[src/rtl/game_sequencer_pkg.sv]
// Shared types and constants for the tic-tac-toe turn/rules sequencer.
`default_nettype none

package game_pkg;

   typedef enum logic [1:0] {
      PLAY  = 2'd0,
      CHECK = 2'd1,
      OVER  = 2'd2
   } state_t;

   typedef enum logic [1:0] {
      NONE  = 2'b00,
      X_WIN = 2'b01,
      O_WIN = 2'b10,
      DRAW  = 2'b11
   } winner_t;

   localparam int C_NUM_LINES = 8;

   // Row-major cell numbering: bit 0 top-left, bit 8 bottom-right.
   localparam logic [C_NUM_LINES-1:0][8:0] C_LINES = {
      9'h054, 9'h111,
      9'h124, 9'h092, 9'h049,
      9'h1C0, 9'h038, 9'h007
   };

   function automatic logic is_onehot(input logic [8:0] v);
      return (v != 9'd0) && ((v & (v - 9'd1)) == 9'd0);
   endfunction

endpackage

`default_nettype wire

[src/rtl/game_sequencer_if.sv]
// Cursor/button inputs and board/result outputs of the sequencer.
`default_nettype none

interface game_sequencer_if;
   logic [8:0] cursor;
   logic       write;
   logic       newGame;
   logic [8:0] boardX;
   logic [8:0] boardO;
   logic       turn;
   logic [1:0] winner;
   logic [8:0] winLine;
   logic       gameOver;
   logic       illegal;

   modport master (
      output cursor, write, newGame,
      input  boardX, boardO, turn, winner, winLine, gameOver, illegal
   );

   modport slave (
      input  cursor, write, newGame,
      output boardX, boardO, turn, winner, winLine, gameOver, illegal
   );
endinterface

`default_nettype wire

[src/rtl/game_sequencer_line_check.sv]
// Combinational win-line evaluation of one player's 9-cell board.
`default_nettype none

module line_check
   import game_pkg::*;
(
   input  wire logic [8:0] i_board,
   output logic            o_won,
   output logic [8:0]      o_winLine
);

   logic [C_NUM_LINES-1:0]      w_full;
   logic [C_NUM_LINES-1:0][8:0] w_hitMask;

   generate
      for (genvar k = 0; k < C_NUM_LINES; k++) begin : g_lines
         assign w_full[k]    = ((i_board & C_LINES[k]) == C_LINES[k]);
         assign w_hitMask[k] = w_full[k] ? C_LINES[k] : 9'd0;
      end
   endgenerate

   // Several lines can close on one move; report their union.
   always_comb begin
      o_winLine = 9'd0;
      for (int k = 0; k < C_NUM_LINES; k++) begin
         o_winLine = o_winLine | w_hitMask[k];
      end
   end

   assign o_won = |w_full;

endmodule

`default_nettype wire

[src/rtl/game_sequencer.sv]
// Tic-tac-toe turn/rules sequencer: owns both boards, validates moves, reports win/draw.
`default_nettype none

module game_sequencer
   import game_pkg::*;
#(
   parameter bit ALT_START = 1'b0
) (
   input wire logic   clk,
   input wire logic   resetN,
   game_sequencer_if.slave bus
);

   state_t     r_state;
   state_t     w_stateNext;
   logic [8:0] r_boardX;
   logic [8:0] r_boardO;
   logic       r_turn;
   logic       r_startPlayer;
   logic [3:0] r_moveCount;
   winner_t    r_winner;
   logic [8:0] r_winLine;
   logic       r_illegal;
   logic       r_writeQ;

   logic       w_writeRise;
   logic       w_legal;
   logic       w_won;
   logic [8:0] w_lineMask;
   logic       w_boardFull;
   logic       w_place;
   logic       w_reject;
   logic       w_setWin;
   logic       w_setDraw;
   logic       w_toggle;

   assign w_writeRise = bus.write & ~r_writeQ;
   assign w_legal     = is_onehot(bus.cursor) &&
                        (((r_boardX | r_boardO) & bus.cursor) == 9'd0);
   assign w_boardFull = (r_moveCount == 4'd9);

   // Turn has not toggled yet in CHECK, so this is the mover's board.
   line_check u_line_check (
      .i_board   (r_turn ? r_boardO : r_boardX),
      .o_won     (w_won),
      .o_winLine (w_lineMask)
   );

   always_ff @(posedge clk or negedge resetN) begin
      if (!resetN) r_state <= PLAY;
      else         r_state <= w_stateNext;
   end

   always_comb begin
      w_stateNext = r_state;
      if (bus.newGame) begin
         w_stateNext = PLAY;
      end else begin
         case (r_state)
            PLAY:    if (w_writeRise && w_legal) w_stateNext = CHECK;
            CHECK:   w_stateNext = (w_won || w_boardFull) ? OVER : PLAY;
            OVER:    w_stateNext = OVER;
            default: w_stateNext = PLAY;
         endcase
      end
   end

   always_comb begin
      w_place   = 1'b0;
      w_reject  = 1'b0;
      w_setWin  = 1'b0;
      w_setDraw = 1'b0;
      w_toggle  = 1'b0;
      if (!bus.newGame) begin
         case (r_state)
            PLAY: begin
               w_place  = w_writeRise &  w_legal;
               w_reject = w_writeRise & ~w_legal;
            end
            CHECK: begin
               w_setWin  = w_won;
               w_setDraw = ~w_won &  w_boardFull;
               w_toggle  = ~w_won & ~w_boardFull;
            end
            default: ;
         endcase
      end
   end

   always_ff @(posedge clk or negedge resetN) begin
      if (!resetN) begin
         r_boardX      <= 9'd0;
         r_boardO      <= 9'd0;
         r_turn        <= 1'b0;
         r_startPlayer <= 1'b0;
         r_moveCount   <= 4'd0;
         r_winner      <= NONE;
         r_winLine     <= 9'd0;
         r_illegal     <= 1'b0;
         r_writeQ      <= 1'b1;
      end else begin
         r_writeQ  <= bus.write;
         r_illegal <= w_reject;
         if (bus.newGame) begin
            r_boardX      <= 9'd0;
            r_boardO      <= 9'd0;
            r_moveCount   <= 4'd0;
            r_winner      <= NONE;
            r_winLine     <= 9'd0;
            r_startPlayer <= r_startPlayer ^ ALT_START;
            r_turn        <= r_startPlayer ^ ALT_START;
         end else begin
            if (w_place) begin
               if (r_turn) r_boardO <= r_boardO | bus.cursor;
               else        r_boardX <= r_boardX | bus.cursor;
               r_moveCount <= r_moveCount + 4'd1;
            end
            if (w_setWin) begin
               r_winner  <= r_turn ? O_WIN : X_WIN;
               r_winLine <= w_lineMask;
            end
            if (w_setDraw) begin
               r_winner  <= DRAW;
               r_winLine <= 9'd0;
            end
            if (w_toggle) r_turn <= ~r_turn;
         end
      end
   end

   assign bus.boardX   = r_boardX;
   assign bus.boardO   = r_boardO;
   assign bus.turn     = r_turn;
   assign bus.winner   = r_winner;
   assign bus.winLine  = r_winLine;
   assign bus.gameOver = (r_state == OVER);
   assign bus.illegal  = r_illegal;

endmodule

`default_nettype wire

[src/flat_wrapper.sv]
// flat-port wrapper written by rule: the top's interface ports become plain ports
module game_sequencer_flat import game_pkg::*;
#(
   parameter bit ALT_START = 1'b0
)
  (clk, resetN, bus_cursor, bus_write, bus_newGame, bus_boardX, bus_boardO, bus_turn, bus_winner, bus_winLine, bus_gameOver, bus_illegal);
  game_sequencer_if bus_i ();
  input wire logic clk;
  input wire logic resetN;
  input wire logic [$bits(bus_i.cursor)-1:0] bus_cursor;
  input wire logic [$bits(bus_i.write)-1:0] bus_write;
  input wire logic [$bits(bus_i.newGame)-1:0] bus_newGame;
  output wire logic [$bits(bus_i.boardX)-1:0] bus_boardX;
  output wire logic [$bits(bus_i.boardO)-1:0] bus_boardO;
  output wire logic [$bits(bus_i.turn)-1:0] bus_turn;
  output wire logic [$bits(bus_i.winner)-1:0] bus_winner;
  output wire logic [$bits(bus_i.winLine)-1:0] bus_winLine;
  output wire logic [$bits(bus_i.gameOver)-1:0] bus_gameOver;
  output wire logic [$bits(bus_i.illegal)-1:0] bus_illegal;
  assign bus_i.cursor = bus_cursor;
  assign bus_i.write = bus_write;
  assign bus_i.newGame = bus_newGame;
  assign bus_boardX = bus_i.boardX;
  assign bus_boardO = bus_i.boardO;
  assign bus_turn = bus_i.turn;
  assign bus_winner = bus_i.winner;
  assign bus_winLine = bus_i.winLine;
  assign bus_gameOver = bus_i.gameOver;
  assign bus_illegal = bus_i.illegal;
  game_sequencer #(.ALT_START(ALT_START)) u_core (.clk(clk), .resetN(resetN), .bus(bus_i));
endmodule
[config.mk]
export PLATFORM = sky130hd
export DESIGN_NAME = game_sequencer_flat
export DESIGN_NICKNAME = d
export VERILOG_FILES = /design/src/rtl/game_sequencer_pkg.sv /design/src/rtl/game_sequencer_if.sv /design/src/rtl/game_sequencer_line_check.sv /design/src/rtl/game_sequencer.sv /design/src/flat_wrapper.sv
export SDC_FILE = /design/constraint.sdc
export NUM_CORES = 1
export LEC_CHECK = 0
export BUFFER_PORTS_ARGS = -buffer_cell sky130_fd_sc_hd__buf_2
export CORE_MARGIN = 2
export CORE_UTILIZATION = 40
export DETAILED_ROUTE_END_ITERATION = 8
export PLACE_DENSITY = 0.67
export SYNTH_ARGS = -nofsm -noshare
export SYNTH_HDL_FRONTEND = slang
export SYNTH_HIERARCHICAL = 1
export SYNTH_SLANG_ARGS = --single-unit
[constraint.sdc]
create_clock -name clk -period 3.1 [get_ports clk]
set_input_delay 0 -clock clk [delete_from_list [all_inputs] [get_ports clk]]
set_output_delay 0 -clock clk [all_outputs]
set_load 0.01 [all_outputs]
# Word-level counts from Yosys, hierarchy flattened
# Cells that the tools add are included.
[totals]
elab_cells = 101
register_bits = 38
latch_bits = 0
out_inout_bits = 32
rom_bits = 0
mem_count = 0
ramBits = 0
input_bits = 13
[classes]
multipliers = 0
bitwise_logic = 22
n_eq_ne = 13
mux = 40
n_shift = 0
n_lt_le_gt_ge = 0
div = 0
n_addsub = 2
reduce_logical = 15
[op_table]
columns = ["op", "n"]
rows = [
  ["$mux W9", 13],
  ["$or A9 B9 Y9", 8],
  ["$eq A3 B3 Y1 const B", 8],
  ["$and A9 B9 Y9", 2],
  ["$logic_not A9 Y1", 2],
  ["$mux W2", 7],
  ["$mux W7", 2],
  ["$mux W1", 12],
  ["$or A9 B7 Y9", 1],
  ["$reduce_bool A9 Y1", 1],
  ["$sub A9 B1 Y9 const B", 1],
  ["$mux W4", 2],
  ["$mux W8", 1],
  ["$reduce_or A8 Y1", 1],
  ["$mux W6", 1],
  ["$or A3 B6 Y6", 1],
  ["$pmux W2 S3", 1],
  ["$reduce_bool A2 Y1", 3],
  ["$and A1 B1 Y1", 5],
  ["$not A1 Y1", 5],
  ["$add A4 B1 Y4 const B", 1],
  ["$eq A4 B4 Y1 const B", 1],
  ["$reduce_and A2 Y1", 2],
  ["$logic_and A1 B1 Y1", 3],
  ["8 further kinds", 8],
]

# Longest topological paths before layout
[logic_depth]
ltp_word = 13
mapped_depth = 12
mapped_depth_nobuf = 9

# Hierarchy
# Netlist, hierarchy kept.
[modules_own_cells]
columns = ["module", "n_inst", "cells_per_inst", "area_each_um2", "seq_area_each_um2"]
rows = [
  ["game_sequencer", 1, 203, 1900.6, 952.2],
  ["line_check", 1, 28, 180.2, 0.0],
]

# Worst setup path before layout
# No wires, ideal clock.
[synth_path]
path_type = "register to register"
from = "reg u_core.r_turn, in the netlist u_core/bus.turn"
to = "reg u_core.r_winner[1], in the netlist u_core/bus.winner[1]"
setup_time_ns = 0.138
arrival_time_ns = 2.454
path_slack_ns = 0.508
required_ns = 2.962
synth_period_minus_slack_ns = 2.592
stages_incl_launch_ff = 10
path_buffers = 3
path_cell_list = "dfrtp_1 > clkbuf_1 > clkbuf_1 > o21ai_0 > a22o_1 > a221o_1 > o21bai_1 > a21oi_1 > clkbuf_1 > a211oi_1"
[synth_via]
elab_chain_cells = 9
word_cells_on_any_way = 21
classes_between = "eq/ne: 8; mux: 9; bitwise: 2; reduce/logical: 2"
[synth_rtl]
columns = ["item", "line_no", "text"]
rows = [
  ["start: declaration", "game_sequencer.sv:18", "logic r_turn;"],
  ["start signal: assignment", "game_sequencer.sv:111", "r_turn <= r_startPlayer ^ ALT_START;"],
  ["start signal: assignment", "game_sequencer.sv:126", "if (w_toggle) r_turn <= ~r_turn;"],
  ["$mux W9 *", "game_sequencer.sv:44", ".i_board (r_turn ? r_boardO : r_boardX),"],
  ["$eq A3 B3 Y1", "game_sequencer_line_check.sv:17", "assign w_full[k] = ((i_board & C_LINES[k]) == C_LINES[k]);"],
  ["$reduce_or A8 Y1 *", "game_sequencer_line_check.sv:30", "assign o_won = |w_full;"],
  ["via u_core.w_won", "game_sequencer.sv:28", "logic w_won;"],
  ["$not A1 Y1", "game_sequencer.sv:82", "w_setDraw = ~w_won & w_boardFull;"],
  ["$and A1 B1 Y1", "game_sequencer.sv:82", ""],
  ["$mux W1", "game_sequencer.sv:75", "case (r_state)"],
  ["$mux W1", "game_sequencer.sv:74", "if (!bus.newGame) begin"],
  ["$mux W2", "game_sequencer.sv:122", "if (w_setDraw) begin"],
  ["$mux W2", "game_sequencer.sv:104", "if (bus.newGame) begin"],
  ["end signal: assignment", "game_sequencer.sv:119", "r_winner <= r_turn ? O_WIN : X_WIN;"],
  ["end: declaration", "game_sequencer.sv:21", "winner_t r_winner;"],
]
# The timed path passes the listed nets; every way through them passes the cells marked *. The select of a mux whose other input is x is not followed.
# A chain may end at the register's enable or synchronous reset.

# Worst setup path after layout
[layout_path]
from = "reg u_core.r_turn, in the netlist u_core/bus.turn"
to = "reg u_core.r_winner[0], in the netlist u_core/bus.winner[0]"
# Same word-level chain as after synthesis.

==> out/metrics.yaml <==
power:
  clkPwrFrac_pct: 43.3
  power_frac_seq_pct: 49.9
  swShare_pct: 24.05
  p_total_uw: 1003
  internal_power_uw: 761.5
  power_switching_uw: 241.1
  pwr-share-comb_pct: 6.8
  ir_drop_v: 0.0002586
  powerDensity_nw_per_um2: 394.0
  leakage_uw: 0.001127
timing:
  tns_ps: 0
  period_needed_ps: 2814
  slew-limit-headroom_pct: 42.09
  fmaxAchievable_mhz: 355.3
  finalMaxSlewViolations: 0
  layout_setup_ws_ps: 285.8
  rsz0062_at_grt: "false"
  tightestPinTransition_ps: 868.6
  finalHoldViolations: 0
  fin_worst_skew_ps: 10.61
  fin_crit_sh_pct: 90.78
  setup_violations: 0
synthesis:
  syn_area_per_cell_um2: 9.008
  synthTopCellsByArea: "dfrtp_1 (44%), o22ai_1 (5.4%), o21ai_0 (4.6%)"
  synthMuxAreaShare_pct: 0.5412
  netlist_area_um2: 2081
  synth-compound-area-share_pct: 23.81
  synth_nets: 246
  synth_top_family_by_area: "compound AO/OA/AOI/OAI gates"
  yosysTopAreaCell: "dfrtp_1"
  synthCells: 231
  post-synth-top-area-fraction_pct: 44.50
  synthDistinctLibCells: 42
  synth-simple-area-share_pct: 20.38
  seq_area_frac_synth_pct: 45.76
  yosysWarnings: 6
  synth-seq-cells: 38
  synth_fa_ha_area_share_pct: 1.203
  synth_xor_area_share_pct: 0.4209
drt:
  drcViolationCount: 0
  wl_per_cell_um: 15.31
  post_drt_via_cell_ratio: 5.430
  via_count: 1906
  ant_nets: 0
  firstDrtPassIters: 4
  drt_iter0_drc: 140
  totalWireLength_um: 5374
placement:
  port_buffers: 44
  globalplace.congestion: 0.8741
  hpwl_um: 3753
  pre_cts_ws_ps: 334.8
cts:
  cts_made_buffers: 5
  clock-root-buffer: "clkbuf_8"
  clock_latency_ps: 300
  numClockSinks: 38
  clk_pin_slew_ps: 90
  cts_max_level: 2
  post_cts_buffers: 0
  cts_buffer_depth: 2
  cts_tree: "built"
setup_path:
  crit_fanout: 21
  r2r_setup_slack_ps: 290
  cp.required_ps: 3320
  reg2reg_to: "u_core/bus.winner[0]"
  endpoint_kind: "flop"
  worstRegToRegCells: 11
  path_class: "reg2reg"
  r2r_start: "u_core/bus.turn"
  critPathArrivalTime_ps: 3030
  critPathLaunchType: "flop"
die:
  core_um2: 5075
  die-area_um2: 5795
  num_rows: 26
  die_h_um: 76.13
  initial_core_util_pct: 41.00
  chipWidth_um: 76.13
  io_pins: 45
grt:
  grt_pass1_wl_um: 9218
  antenna_found_initial: 0
  met1_usage_pct: 27.09
  gr-usage-met3_pct: 4.976
  grt_use_met2_pct: 30.89
  track_usage_pct: 19.63
  grt_start_max_net_pins: 39
  grt_overflow: 0
  top_usage_layer: "met2"
  grt_pass1_vias: 1856
hold_path:
  holdCritStartpoint: "bus_cursor[4]"
  hold_depth: 3
  holdPathEnd: "u_core/bus.boardO[4]"
  hold_path_class: "in2reg"
layout:
  drive_above_1_share_pct: 22.78
  fillers: 510
  layout_common_cells: "buf_2 (44), dfrtp_1 (37), inv_1 (23)"
  syn2layout_area_growth_pct: 22.31
  final_common_cell: "buf_2"
  diodes: 0
  layout.nets: 295
status:
  status: "completed"
run:
  maxCapViolCount: 0
cells by family after synthesis:
| family | count (synthesis) |
|---|---|
| AOI/OAI and AO/OA | 73 |
| muxes | 1 |
| DFF | 38 |
| buffers and inverters | 39 |
| xor gates and xnor gates | 1 |
| adders and majority gates | 2 |
| and+or+nand+nor | 77 |
per-stage QoR:
step,instance area [µm²],cells,hold WS [ps],utilization [%]
2_1_floorplan,2081,231,-295.6,-
3_3_place_gp,2371,337,114.3,46.72
3_5_place_dp,2371,337,119.6,46.72
4_1_cts,2545,351,1.886,50.15
5_1_grt,2545,351,26.24,50.15
6_report,2545,351,11.61,50.15
how the worst max path moves through the flow:
stage / startpoint / to / slack (ps) / cells after the start
after floorplan: u_core/bus.turn / u_core/bus.winner[1] / 510 / 9
after global placement: u_core/bus.turn / u_core/bus.winner[0] / 460 / 11
after detailed placement: u_core/bus.turn / u_core/bus.winner[0] / 330 / 11
after CTS: u_core/bus.turn / u_core/bus.winner[0] / 320 / 9
after global routing: u_core/bus.turn / u_core/bus.winner[0] / 20 / 9
final: u_core/bus.turn / u_core/bus.winner[0] / 290 / 11
cell usage after synthesis:
cell type / n
dfrtp_1: 37
inv_1: 23
o21ai_0: 19
o22ai_1: 18
nand2_1: 17
nand3_1: 13
clkbuf_1: 11
a22o_1: 10
nand3b_1: 10
nor2b_1: 10
a22oi_1: 8
nor2_1: 8
a21oi_1: 4
and3_1: 3
nand4_1: 3
nor3_1: 3
o31ai_1: 3
buf_2: 2
buf_6: 2
ha_1: 2
nor3b_1: 2
o41ai_1: 2
or4_1: 2
a211oi_1: 1
a21boi_1: 1
a221o_1: 1
a22o_2: 1
a311oi_1: 1
and2_1: 1
and4_1: 1
buf_1: 1
dfstp_2: 1
mux2_2: 1
nand4b_1: 1
nor4_1: 1
nor4b_1: 1
o211ai_1: 1
o21ai_1: 1
o21bai_1: 1
o41ai_2: 1
or3_1: 1
xnor2_1: 1
worst max-delay path, stage by stage (launching register included):
cell      delay [ps]
dfrtp_1          690
buf_4            280
nand2_1           80
o21ai_0          250
a22oi_1          140
a21boi_1         250
a221o_1          200
o21bai_1         160
a21oi_1          100
buf_4            200
nor2b_1          140
a311oi_1         220
sequential cells by signal, indices dropped and copies added (netlist names):
register            flops
u_core/bus.boardO       9
u_core/bus.boardX       9
u_core/bus.illegal      1
u_core/bus.turn         1
u_core/bus.winLine      9
u_core/bus.winner       2
u_core/r_moveCount      4
u_core/r_state          2
u_core/r_writeQ         1
layout make-up:
type                       count  area [µm²]  area share, %
clock buffer                   5       68.82          2.704
clock inverter                 3       45.04          1.770
inverter                      23       86.33          3.392
multi-input combinational    154       964.7          37.91
sequential                    38       952.2          37.41
tap                           70       87.58          3.441
timing repair buffer          58       340.3          13.37
repair_timing:
action                     in CTS  in global routing
gates resized for setup         0                  1
hold buffers                    6                  0
hold endpoints to repair       44                  0
setup endpoints to repair       0                  1
layer usage:
metal  wire (µm)  share of wire, %  vias up
met1        2580                48      913
met3         290               5.4        6
met4          64               1.2        0
li1            -                 -      935
met5           0                 0        -
met2        2438                45       52
power by group through the flow:
| stage | clock [µW] | sequential [µW] | combinational [µW] |
|---|---|---|---|
| after floorplan | 0 | 511 | 27.9 |
| after global placement | 0 | 510 | 61.5 |
| after detailed placement | 0 | 510 | 62.9 |
| final | 434 | 500 | 68.4 |
| after global routing | 466 | 501 | 76.4 |
| after CTS | 446 | 500 | 68.6 |
No activity file was read; power rests on OpenSTA's default activity.
